**src/rtl/core_pkg.sv**
```systemverilog
// Shared types and helpers for the 16-bit pipelined core front end.
package core_pkg;

  localparam int unsigned WORD_W = 16;

  typedef enum logic [1:0] {
    FETCH,
    DISCARD,
    HALTED
  } fetch_state_t;

  typedef enum logic [1:0] {
    NONE,
    PRED,
    CORR_ADR,
    CORR_FALL
  } redir_t;

  // IF/ID payload: fetched word and the address following it.
  typedef struct packed {
    logic [WORD_W-1:0] instr;
    logic [WORD_W-1:0] pcinc;
  } ifid_t;

  // Sequential PC step; wraps modulo 2^WORD_W.
  function automatic logic [WORD_W-1:0] pc_inc(input logic [WORD_W-1:0] pc);
    return pc + WORD_W'(1);
  endfunction

endpackage

```
**src/rtl/sat_cnt16.sv**
```systemverilog
// Event counter that sticks at all-ones instead of wrapping.
module sat_cnt16
  import core_pkg::*;
(
  input  logic              clk,
  input  logic              reset,
  input  logic              en,
  output logic [WORD_W-1:0] cnt
);

  localparam logic [WORD_W-1:0] CNT_MAX = '1;

  // Count enabled events until saturation.
  always_ff @(posedge clk) begin
    if (reset) begin
      cnt <= '0;
    end else if (en && (cnt != CNT_MAX)) begin
      cnt <= cnt + WORD_W'(1);
    end
  end

endmodule

```
**src/rtl/fetch_unit.sv**
```systemverilog
// Instruction fetch: PC, IF/ID register, imem handshake, redirects and squash.
module fetch_unit
  import core_pkg::*;
#(
  parameter logic [WORD_W-1:0] RESET_PC = 16'h0000
) (
  input  logic              clk,
  input  logic              reset,
  input  logic              stall,
  input  logic              halt,
  input  logic              jump_pred,
  input  logic [WORD_W-1:0] jump_pred_adr,
  input  logic              jump_pred_miss,
  input  logic              jump_pred_adr_miss,
  input  logic [WORD_W-1:0] pcinc_evac,
  input  logic [WORD_W-1:0] ALUres_mem,
  input  logic              imem_ready,
  input  logic [WORD_W-1:0] imem_rdata,
  output logic              imem_req,
  output logic [WORD_W-1:0] imem_adr,
  output logic [WORD_W-1:0] instr_if,
  output logic [WORD_W-1:0] pcinc_if,
  output logic              valid_if,
  output logic              flush_id,
  output logic              flush_ex,
  output logic [WORD_W-1:0] pred_cnt,
  output logic [WORD_W-1:0] miss_cnt
);

  fetch_state_t      state_q, state_d;
  logic [WORD_W-1:0] pc_q, pc_d;
  logic [WORD_W-1:0] pend_q, pend_d;
  ifid_t             ifid_q, ifid_d;
  logic              valid_q, valid_d;
  ifid_t             hold_q, hold_d;
  logic              hold_v_q, hold_v_d;
  logic              busy_q, busy_d;

  logic              corr;
  redir_t            redir;
  logic [WORD_W-1:0] target;
  logic              req_c;
  logic              fire;
  ifid_t             fetched;

  // State and datapath registers.
  always_ff @(posedge clk) begin
    if (reset) begin
      state_q  <= FETCH;
      pc_q     <= RESET_PC;
      pend_q   <= '0;
      ifid_q   <= '0;
      valid_q  <= 1'b0;
      hold_q   <= '0;
      hold_v_q <= 1'b0;
      busy_q   <= 1'b0;
    end else begin
      state_q  <= state_d;
      pc_q     <= pc_d;
      pend_q   <= pend_d;
      ifid_q   <= ifid_d;
      valid_q  <= valid_d;
      hold_q   <= hold_d;
      hold_v_q <= hold_v_d;
      busy_q   <= busy_d;
    end
  end

  // Redirect selection, request generation and next-state logic.
  always_comb begin
    state_d  = state_q;
    pc_d     = pc_q;
    pend_d   = pend_q;
    ifid_d   = ifid_q;
    valid_d  = valid_q;
    hold_d   = hold_q;
    hold_v_d = hold_v_q;
    redir    = NONE;
    target   = pc_q;
    req_c    = 1'b0;

    corr     = jump_pred_miss | jump_pred_adr_miss;
    flush_id = corr;
    flush_ex = corr;

    // Correction beats halt and stall; prediction only in a free-running FETCH.
    if (jump_pred_adr_miss) begin
      redir = CORR_ADR;
    end else if (jump_pred_miss) begin
      redir = CORR_FALL;
    end else if ((state_q == FETCH) && !halt && !stall && jump_pred) begin
      redir = PRED;
    end

    case (redir)
      CORR_ADR:  target = ALUres_mem;
      CORR_FALL: target = pcinc_evac;
      PRED:      target = jump_pred_adr;
      default:   target = pc_q;
    endcase

    // An outstanding request must stay up; a full hold buffer blocks new ones.
    case (state_q)
      FETCH:   req_c = busy_q | (!(stall && !corr) && !hold_v_q);
      DISCARD: req_c = 1'b1;
      default: req_c = 1'b0;
    endcase
    if (reset || (halt && !corr)) begin
      req_c = 1'b0;
    end

    fire          = req_c & imem_ready;
    busy_d        = req_c & ~imem_ready;
    fetched.instr = imem_rdata;
    fetched.pcinc = pc_inc(pc_q);

    case (state_q)
      FETCH: begin
        if (redir != NONE) begin
          valid_d  = 1'b0;
          hold_v_d = 1'b0;
          if (req_c && !imem_ready) begin
            pend_d  = target;
            state_d = DISCARD;
          end else begin
            pc_d = target;
          end
        end else if (halt) begin
          valid_d = 1'b0;
          state_d = HALTED;
        end else if (stall) begin
          if (fire) begin
            hold_d   = fetched;
            hold_v_d = 1'b1;
            pc_d     = pc_inc(pc_q);
          end
        end else if (hold_v_q) begin
          ifid_d   = hold_q;
          valid_d  = 1'b1;
          hold_v_d = 1'b0;
        end else if (fire) begin
          ifid_d  = fetched;
          valid_d = 1'b1;
          pc_d    = pc_inc(pc_q);
        end else begin
          valid_d = 1'b0;
        end
      end

      DISCARD: begin
        if (halt && !corr) begin
          valid_d = 1'b0;
          state_d = HALTED;
        end else begin
          if (corr || !stall) begin
            valid_d = 1'b0;
          end
          if (imem_ready) begin
            pc_d    = corr ? target : pend_q;
            state_d = FETCH;
          end else if (corr) begin
            pend_d = target;
          end
        end
      end

      default: begin
        valid_d = 1'b0;
      end
    endcase
  end

  assign imem_req = req_c;
  assign imem_adr = pc_q;
  assign instr_if = ifid_q.instr;
  assign pcinc_if = ifid_q.pcinc;
  assign valid_if = valid_q;

  sat_cnt16 u_pred_cnt (
    .clk   (clk),
    .reset (reset),
    .en    (redir == PRED),
    .cnt   (pred_cnt)
  );

  sat_cnt16 u_miss_cnt (
    .clk   (clk),
    .reset (reset),
    .en    (corr),
    .cnt   (miss_cnt)
  );

endmodule

```
**config.mk**
```make
export PLATFORM = sky130hd
export DESIGN_NAME = fetch_unit
export DESIGN_NICKNAME = d
export VERILOG_FILES = /design/src/rtl/core_pkg.sv /design/src/rtl/sat_cnt16.sv /design/src/rtl/fetch_unit.sv
export SDC_FILE = /design/constraint.sdc
export NUM_CORES = 1
export LEC_CHECK = 0
export BUFFER_PORTS_ARGS = -buffer_cell sky130_fd_sc_hd__buf_2
export CAP_MARGIN = 20
export CORE_MARGIN = 2
export CORE_UTILIZATION = 55
export CTS_CLUSTER_DIAMETER = 80
export DETAILED_ROUTE_END_ITERATION = 16
export PLACE_DENSITY = 0.79
export REMOVE_ABC_BUFFERS = 1
export SLEW_MARGIN = 15
export SYNTH_ARGS = -nofsm -noshare
export SYNTH_HDL_FRONTEND = slang
export SYNTH_SLANG_ARGS = --single-unit
```
**constraint.sdc**
```tcl
create_clock -name clk -period 5 [get_ports clk]
set_input_delay 0 -clock clk [delete_from_list [all_inputs] [get_ports clk]]
set_output_delay 0 -clock clk [all_outputs]
set_load 0.01 [all_outputs]
```
# After elaboration in Yosys (flattened, before gate mapping)
# Cells that the tools add are included.
# word_totals
mem_bits_rw,0
mem_count,0
romBits,0
regBits,133
latch_bits,0
# classes
shift,0
div,0
n_mul,0
reduce_logical,28
n_addsub,3
eq_ne,21
muxes,41
n_bitwise,8
n_lt_le_gt_ge,0
# ops
op,count
$mux 16,13
$mux 32,2
$pmux 16 s2,2
$add 16x1->16 const B,3
$pmux 16 s3,1
$ne 16x16->1 const B,2
$reduce_and 5->1,3
$mux 2,7
$mux 1,13
$logic_and 1x1->1,9
$ne 3x2->1 const B,3
$ne 3x3->1 const B,3
$ne 4x3->1 const B,2
$logic_not 1->1,6
$ne 2x1->1 const B,3
$ne 2x2->1 const B,3
$reduce_and 6->1,1
$reduce_bool 2->1,3
$eq 2x1->1 const B,2
$eq 2x2->1 const B,2
$not 1->1,4
$pmux 1 s2,2
$pmux 2 s2,1
$reduce_and 4->1,1
7 further kinds,10

# Logic depth before layout (Yosys ltp)
# Gate-level depths: netlist of run 1.
# depth
word_depth,15
ltp_mapped,10

# Cells and area by module
# From an unflattened synthesis of run 1, not the netlist that was laid out.
# unflattened
hier_cells,852
area_unflattened_um2,6895.4
# modules_own_cells
module,area_per_inst_um2,seq_area_each_um2,n_inst,cells_each
fetch_unit,5198.7,2021.9,1,654
sat_cnt16,848.3,320.3,2,99

# Least setup slack after synthesis of run 1
# No wires, ideal clock.
# synth_path
path_type,reg-to-reg
start,"reg pc_q[0], in the netlist imem_adr[0]"
end,reg ifid_q (netlist bit pcinc_if[12])
arrival_ps,1947
period_less_slack_ps,2063
setup_slack_ps,2937
stages_incl_launch_ff,8
required_ps,4884
path_cell_list,dfxtp_1 -> ha_1 -> nand3_1 -> or3b_2 -> and2_1 -> nor3_1 -> a2111oi_0 -> a31o_2
# synth_between
elab_chain_len,3
# synth_lines
item,line,source
start: declaration,fetch_unit.sv:31,"logic [WORD_W-1:0] pc_q, pc_d;"
start signal: assignment,fetch_unit.sv:59,pc_q <= pc_d;
$add 16x1->16,core_pkg.sv:27,return pc + WORD_W'(1);
$mux 32,fetch_unit.sv:141,end else if (fire) begin
$mux 32,fetch_unit.sv:137,end else if (hold_v_q) begin
end signal: assignment,fetch_unit.sv:61,ifid_q <= ifid_d;
end: declaration,fetch_unit.sv:33,"ifid_t ifid_q, ifid_d;"
# No other way between the ends. The select of a mux whose other input is x is not followed.
# A chain may end at the register's enable or synchronous reset.

# Worst setup path in the final report of run 1
# layout_path
start,reg hold_v_q
end,"reg pc_q[3], in the netlist imem_adr[3]"
# layout_between
elab_chain_len,12
word_cells_on_any_way,16
# layout_lines
item,line,source
start: declaration,fetch_unit.sv:36,"logic hold_v_q, hold_v_d;"
start signal: assignment,fetch_unit.sv:64,hold_v_q <= hold_v_d;
$logic_not 1->1,fetch_unit.sv:104,FETCH: req_c = busy_q | (!(stall && !corr) && !hold_v_q);
$logic_and 1x1->1,fetch_unit.sv:104,
$or 1x1->1,fetch_unit.sv:104,
$pmux 1 s2,fetch_unit.sv:103,case (state_q)
$mux 1,fetch_unit.sv:108,if (reset || (halt && !corr)) begin
$and 1x1->1,fetch_unit.sv:112,fire = req_c & imem_ready;
$mux 16 (5 in series),n/a,
$pmux 16 s2,n/a,
# Several ways; a longest one is shown, not always the timed one. The select of a mux whose other input is x is not followed.

==> metrics, run 1 <==
Filler cells 1,020; Num CTS Buffers 17; fin util 68.44%; setup bufs post-CTS 0; post-layout instance area 8118 um2; register area share after synthesis 40.25%; Post-DP Area 7315 um2; Post-synth EDFFs 0; Slew HR 31.14%; maxcap violations 0; Final Hold Violating Endpoints 0; crit path launch type flop; worst-path maximum fanout 34; Slew @ Worst Pin 1030 ps; Total Routing Usage GR 26.83%; vias in the first global route 5,837; Pre-antenna DRT Iters 5; final wirelength 17,440 um; clk root buf clkbuf_16; simple-gate share of the synthesized area 29.00%; Initial Util 55.77%; n_diodes 0; Post-CTS Resized 0; Layout area overhead 22.72%; largest net degree at the start of global routing 77; via count 6,494; Yosys top cell by area dfxtp_1; CP required 5340 ps; Final nets 1,058; fmax 300.7 MHz; Synth Area in Adders 0.5674%; iteration-0 DRC count of the detailed router 526; average size of a mapped cell 7.801 um2; HPWL after DPL 11,580 um; Synth Area in XOR/XNOR 5.428%; layout cells sized above 1 20.88%; DR WL/cell 15.25 um; Synth area leaders dfxtp_1, nor2_1, nand2_1, a21oi_1, xor2_1; Netlist Area Pre-Place 6615 um2; most frequent cell after synthesis nor2_1; Setup TNS 0 ps; Synth warnings 0; Worst VDD drop 0.2137 mV; main combinational cell family by area after synthesis simple AND/OR/NAND/NOR gates; TritonCTS clock tree built; unrepaired setup endpoints after global routing no; Yosys cell types 62; I/O pin count 156; Synth top area share 40.25%; worst skew pair latency 420 ps; Max Clock Skew 8.819 ps; mux cell area share after synthesis 0.7566%; Longest Clk Path Bufs 2; H-Tree Depth 4; # rows 40; first-pass GRT wire length 28,130 um; status finished clean; Vias/cell 5.682; GRT overflow 0; Worst Setup SP hold_v_q; Final setup viols 0; clk slew on worst S/H paths 60 ps; register bit total from synthesis 133; # clock sinks 133; antenna violations before repair 0; area occupied by multi-input gates 3603 um2; Crit Path Category reg -> reg; Final ANT Viol Nets 0; static leakage 3.236 nW; DRC 0; top post-synthesis cells by count nor2_1, dfxtp_1, nand2_1; Reg area 2663 um2; complex-gate fraction of the synthesized area 18.73%; area of the core 11,860 um2; DIE AREA 12,920 um2; Tcrit/Tclk final 66.51%; routability cong. 0.8359; FFs w/ async S/R, synth 0%; Die X 113.7 um; Top FF cell, synth dfxtp_1; min-delay worst type in -> reg; Worst Path Arrival 3670 ps; Slew Viols, Final 0; Final Power 2.753 mW; PD cells 339.2 nW/um2; worst r2r src hold_v_q; Cells after Synth 848; chip height 113.7 um; Period minus WS final 3326 ps; port bufs 155; Critical Path Sink Type flop; hold path start jump_pred_adr[13]
-- flip-flops by register name (all words and copies together), names as in the netlist --
| register | count |
|---|---|
| pend_q | 16 |
| state_q | 2 |
| hold_v_q | 1 |
| hold_q | 32 |
| instr_if | 16 |
| valid_if | 1 |
| imem_adr | 16 |
| pcinc_if | 16 |
| busy_q | 1 |
| u_miss_cnt.cnt | 16 |
| u_pred_cnt.cnt | 16 |
-- kinds of logic (layout without fill, tap and decap cells) --
logic type,Yosys count,after routing
buf+inv,75,223
xor+xnor,41,41
fa+ha+maj,3,3
compound gates,190,190
flops,133,133
simple gates,401,401
mux,5,5
-- placed cells by master (no fill, tap or decap), drive strengths merged, types with 7 or more instances in the layout --
cell type / Yosys / final
inv: 13 / 14
nand2: 113 / 113
and3: 8 / 8
a211oi: 31 / 31
xor2: 26 / 26
a2111oi: 12 / 12
dlygate4sd3: 0 / 18
o21ai: 42 / 42
nand3: 21 / 21
a21oi: 66 / 66
nor3: 43 / 43
clkbuf: 32 / 19
o211ai: 17 / 17
and2: 7 / 7
buf: 30 / 160
xnor2: 15 / 15
and4: 8 / 8
nor2: 138 / 138
nor3b: 10 / 10
or3: 18 / 18
dfxtp: 133 / 133
nand4: 12 / 12
-- metrics by stage --
| stage | instances | setup slack, ps | hold WS, ps |
|---|---|---|---|
| 6_report | 1143 | 1674 | 13.57 |
| 5_1_grt | 1143 | 1360 | 29.60 |
| 4_1_cts | 1143 | 1710 | 9.680 |
| 3_5_place_dp | 1093 | 1737 | 261.1 |
| 3_3_place_gp | 1093 | 1840 | 253.4 |
| 2_1_floorplan | 786 | 2029 | 69.07 |
-- worst max-delay path: stages, from the launching register on --
cell and delay, ps:
dfxtp_1 910, inv_1 710, o2111a_1 440, nor2_1 750, o21ai_0 250, a21oi_1 190
-- metal layers --
layer,track usage (%),routed length (um),part of all wire [%],up-vias
met4,7.154,193,1.1,0
met3,7.545,1165,6.7,18
met2,42.48,8010,46,217
met1,36.26,8066,46,3007
met5,0,0,0,-
li1,-,-,-,3252
-- final timing paths --
path         slack [ps]  depth (start not counted)           end
max                1670                          5   imem_adr[3]
min                  10                          5    pend_q[13]
max reg2reg        1670                          5   imem_adr[3]
min reg2reg         450                          2  pcinc_if[11]
-- timing repair --
item	in CTS	in global routing
endpoints found under the hold margin	19	0
endpoints found under the setup margin	0	0
hold buffers	18	0
-- cell type report --
type / count / area share, %
Clock buffer: 19 / 5.456
Clock inverter: 13 / 2.219
Inverter: 13 / 0.6011
Multi-Input combinational cell: 640 / 44.39
Sequential cell: 133 / 32.80
Tap cell: 147 / 2.266
Timing Repair Buffer: 178 / 12.27
-- where the power goes --
group / switching (mW) / internal [mW]
Combinational: 0.181 / 0.120
Sequential: 0.0461 / 1.09
Clock: 0.467 / 0.845
No activity file was read; power rests on OpenSTA's default activity.
==> run 2, diff against run 1 <==
--- a/config.mk
+++ b/config.mk
@@ -5,13 +5,14 @@
 export SDC_FILE = /design/constraint.sdc
 export NUM_CORES = 1
 export LEC_CHECK = 0
+export ABC_AREA = 1
 export BUFFER_PORTS_ARGS = -buffer_cell sky130_fd_sc_hd__buf_2
 export CAP_MARGIN = 20
 export CORE_MARGIN = 2
 export CORE_UTILIZATION = 55
 export CTS_CLUSTER_DIAMETER = 80
 export DETAILED_ROUTE_END_ITERATION = 16
-export PLACE_DENSITY = 0.79
+export PLACE_DENSITY = 0.78
 export REMOVE_ABC_BUFFERS = 1
 export SLEW_MARGIN = 15
 export SYNTH_ARGS = -nofsm -noshare
==> constraint.sdc (replaced) <==
create_clock -name clk -period 3.3 [get_ports clk]
set_input_delay 0 -clock clk [delete_from_list [all_inputs] [get_ports clk]]
set_output_delay 0 -clock clk [all_outputs]
set_load 0.01 [all_outputs]
==> run 2 against run 1 <==
Sequential cell count is the same. Synthesized cell count increased by 38%. Total power up 56%. Global-route usage increased by 2.5 points. Utilization increased by 0.54 points. Die area grew 11%. Final cell count grew 33%. Clock skew grew 3.6 ps. Cell area is 12% higher. Routed wire length rose by 19%. Critical path depth increased by 4. Clock power up 48%.
==> metrics, run 2 <==
Worst Path Arrival 2530 ps (-1140 ps); Slew Viols, Final 0 (unchanged); port bufs 155 (unchanged); Slew HR 60.87% (+30 points); Hold Path Cell Cnt 7 (+2); largest net degree at the start of global routing 62 (-19%); Yosys top cell by area dfxtp_1; cell count after placement 1,465 (+34%); GRT overflow 0 (unchanged); Netlist Area Pre-Place 7371 um2 (+11%); PD cells 473.4 nW/um2 (+40%); routability cong. 0.9300 (+11%); most frequent cell after synthesis nand2_1; Pre-antenna DRT Iters 5 (unchanged); top post-synthesis cells by count nand2_1, nor2_1, dfxtp_1; Final ANT Viol Nets 0 (unchanged); Final Hold Violating Endpoints 0 (unchanged); reg2reg end u_pred_cnt.cnt[15]; first-pass GRT wire length 34,160 um (+21%); register area share after synthesis 36.12% (-4.1 points); Period minus WS final 2241 ps (-1085 ps); static leakage 4.300 nW (+33%); average size of a mapped cell 6.278 um2 (-20%); Yosys cell types 37 (-40%); Worst VDD drop 0.4057 mV (+90%); Critical Path Sink Type flop; n_diodes 0 (unchanged); Cells after Synth 1,174 (+38%); Longest Clk Path Bufs 2 (unchanged); commonest cells after routing, fill and taps aside nand2_1, nor2_1, buf_2; final wirelength 20,830 um (+19%); Total Routing Usage GR 29.32% (+2.5 points); clk slew on worst S/H paths 60 ps (about the same); # clock sinks 133 (unchanged); Final nets 1,411 (+33%); worst r2r src u_pred_cnt.cnt[0]; clk root buf clkbuf_16; hold path start pcinc_evac[10]; fmax 446.2 MHz (+48%); reg-to-reg slack, setup 1060 ps (-620 ps); DIE AREA 14,340 um2 (+11%); layout cells sized above 1 17.27% (-3.6 points); # rows 42 (+5.0%); Filler cells 1,167 (+14%); Reg with most FFs hold_q; max reg flops 32 (unchanged); Setup TNS 0 ps (unchanged); Synth warnings 0 (unchanged); area of the core 13,190 um2 (+11%); Vias/cell 5.308 (-6.6%); antenna violations before repair 0 (unchanged); Die X 119.8 um (+5.4%); HPWL after DPL 13,990 um (+21%); Slew @ Worst Pin 586.1 ps (-443.8 ps); Top FF cell, synth dfxtp_1; Num CTS Buffers 17 (unchanged); Crit Path Category reg -> reg; via count 8,094 (+25%); I/O pin count 156 (unchanged); vias in the first global route 7,381 (+26%); Synth top area share 36.12% (-4.1 points); Post-synth EDFFs 0 (unchanged); Initial Util 55.88% (+0.11 points); min-delay worst type in -> reg; iteration-0 DRC count of the detailed router 661 (+26%); TritonCTS clock tree built; cell depth of the worst flop-to-flop path 9 (+4); worst-path maximum fanout 10 (-71%); crit path launch type flop; status finished clean; Layout area overhead 23.44%; H-Tree Depth 4 (unchanged); unrepaired setup endpoints after global routing no; Hold Path End pend_q[10]; Final setup viols 0 (unchanged); Tcrit/Tclk final 67.91% (+1.4 points); register bit total from synthesis 133 (unchanged); CP required 3590 ps (-1750 ps); DR WL/cell 13.66 um (-10%); Max Clock Skew 12.44 ps (+3.618 ps); DRC 0 (unchanged); chip height 119.8 um (+5.4%); FFs w/ async S/R, synth 0% (unchanged); worst skew pair latency 430 ps (about the same); Non-Filler Instances 1,525 (+33%); Final Power 4.307 mW (+56%); commonest non-fill, non-tap cell in the layout nand2_1; Synth area leaders dfxtp_1, nand2_1, nor2_1, inv_1, o21ai_0; maxcap violations 0 (unchanged)
==> run 2: cell count changes after synthesis, sizes merged, moves of 12 or more <==
cell,previous run,this run
a2111oi,12,0
a211oi,31,1
inv,13,132
nand2,113,353
nand3,21,53
nand4,12,36
nor2,138,188
nor3,43,16
o211ai,17,3
o21ai,42,87
or3,18,0
xor2,26,13
==> run 2: critical path, stage by stage (launching register included) <==
cell and delay [ps]:
dfxtp_1 450, ha_1 210, nand2_1 90, nor2_1 210
and2_1 210, nand3_1 80, nand2_1 300, clkinv_1 330
nand2_1 150, a21oi_1 80
==> run 2: worst max path at each step <==
stage / from / end / slack, ps / depth (start not counted)
2_1_floorplan: hold_v_q / pcinc_if[11] / 460 / 9
3_3_place_gp: jump_pred_adr_miss / pcinc_if[9] / 1170 / 10
3_5_place_dp: u_pred_cnt.cnt[0] / u_pred_cnt.cnt[15] / 1130 / 9
4_1_cts: u_pred_cnt.cnt[0] / u_pred_cnt.cnt[15] / 1090 / 9
5_1_grt: u_pred_cnt.cnt[0] / u_pred_cnt.cnt[15] / 870 / 9
6_report: u_pred_cnt.cnt[0] / u_pred_cnt.cnt[15] / 1060 / 9
==> run 2: area by class of cell <==
| cell class | count | area [um2] | share of cell area [%] |
|---|---|---|---|
| Tap cell | 176 | 220.2 | 2.420 |
| Multi-Input combinational cell | 857 | 3963 | 43.55 |
| Sequential cell | 133 | 2663 | 29.26 |
| Inverter | 133 | 501.7 | 5.514 |
| Timing Repair Buffer | 194 | 1151 | 12.65 |
| Clock buffer | 20 | 446.7 | 4.909 |
| Clock inverter | 12 | 153.9 | 1.691 |
==> run 2: cells by family (layout without fill, tap and decap cells) <==
| family | after synthesis | after routing | share of synthesized area, % |
|---|---|---|---|
| AOI/OAI and AO/OA | 178 | 178 | 12.60 |
| xor gates and xnor gates | 25 | 25 | 2.971 |
| buffers and inverters | 184 | 359 | 10.12 |
| and+or+nand+nor | 651 | 651 | 37.68 |
| DFF | 133 | 133 | 36.12 |
| adders and majority gates | 3 | 3 | 0.5093 |
==> run 2: layer usage <==
metal / vias up / track usage [%] / routed length (um)
met4: 0 / 11.91 / 507
li1: 4051 / - / -
met1: 3678 / 37.06 / 9084
met2: 316 / 48.96 / 9850
met5: - / 0 / 0
met3: 49 / 5.894 / 1392
==> run 2: per-stage QoR <==
| step | util [%] | worst slack, ps | cell area, um2 | hold WS, ps |
|---|---|---|---|---|
| after global placement | 62.30 | 1166 | 8218 | 244.4 |
| final | 68.98 | 1059 | 9099 | 9.003 |
| after floorplan | - | 464.3 | 7127 | 69.07 |
| after CTS | 68.98 | 1093 | 9099 | 0.6136 |
| after detailed placement | 62.30 | 1131 | 8218 | 262.0 |
| after global routing | 68.98 | 870.3 | 9099 | 63.44 |
==> run 2: timing repair <==
action                    in CTS  in global routing
hold buffers                  28                  0
hold endpoints to repair      53                  0
resized for setup              0                  0
setup buffers                  0                  0
==> run 2: power by group <==
group          internal [mW]  switching, mW  leakage, nW
clock                   1.21          0.735        0.286
combinational          0.222          0.403         2.93
sequential              1.67         0.0686         1.08
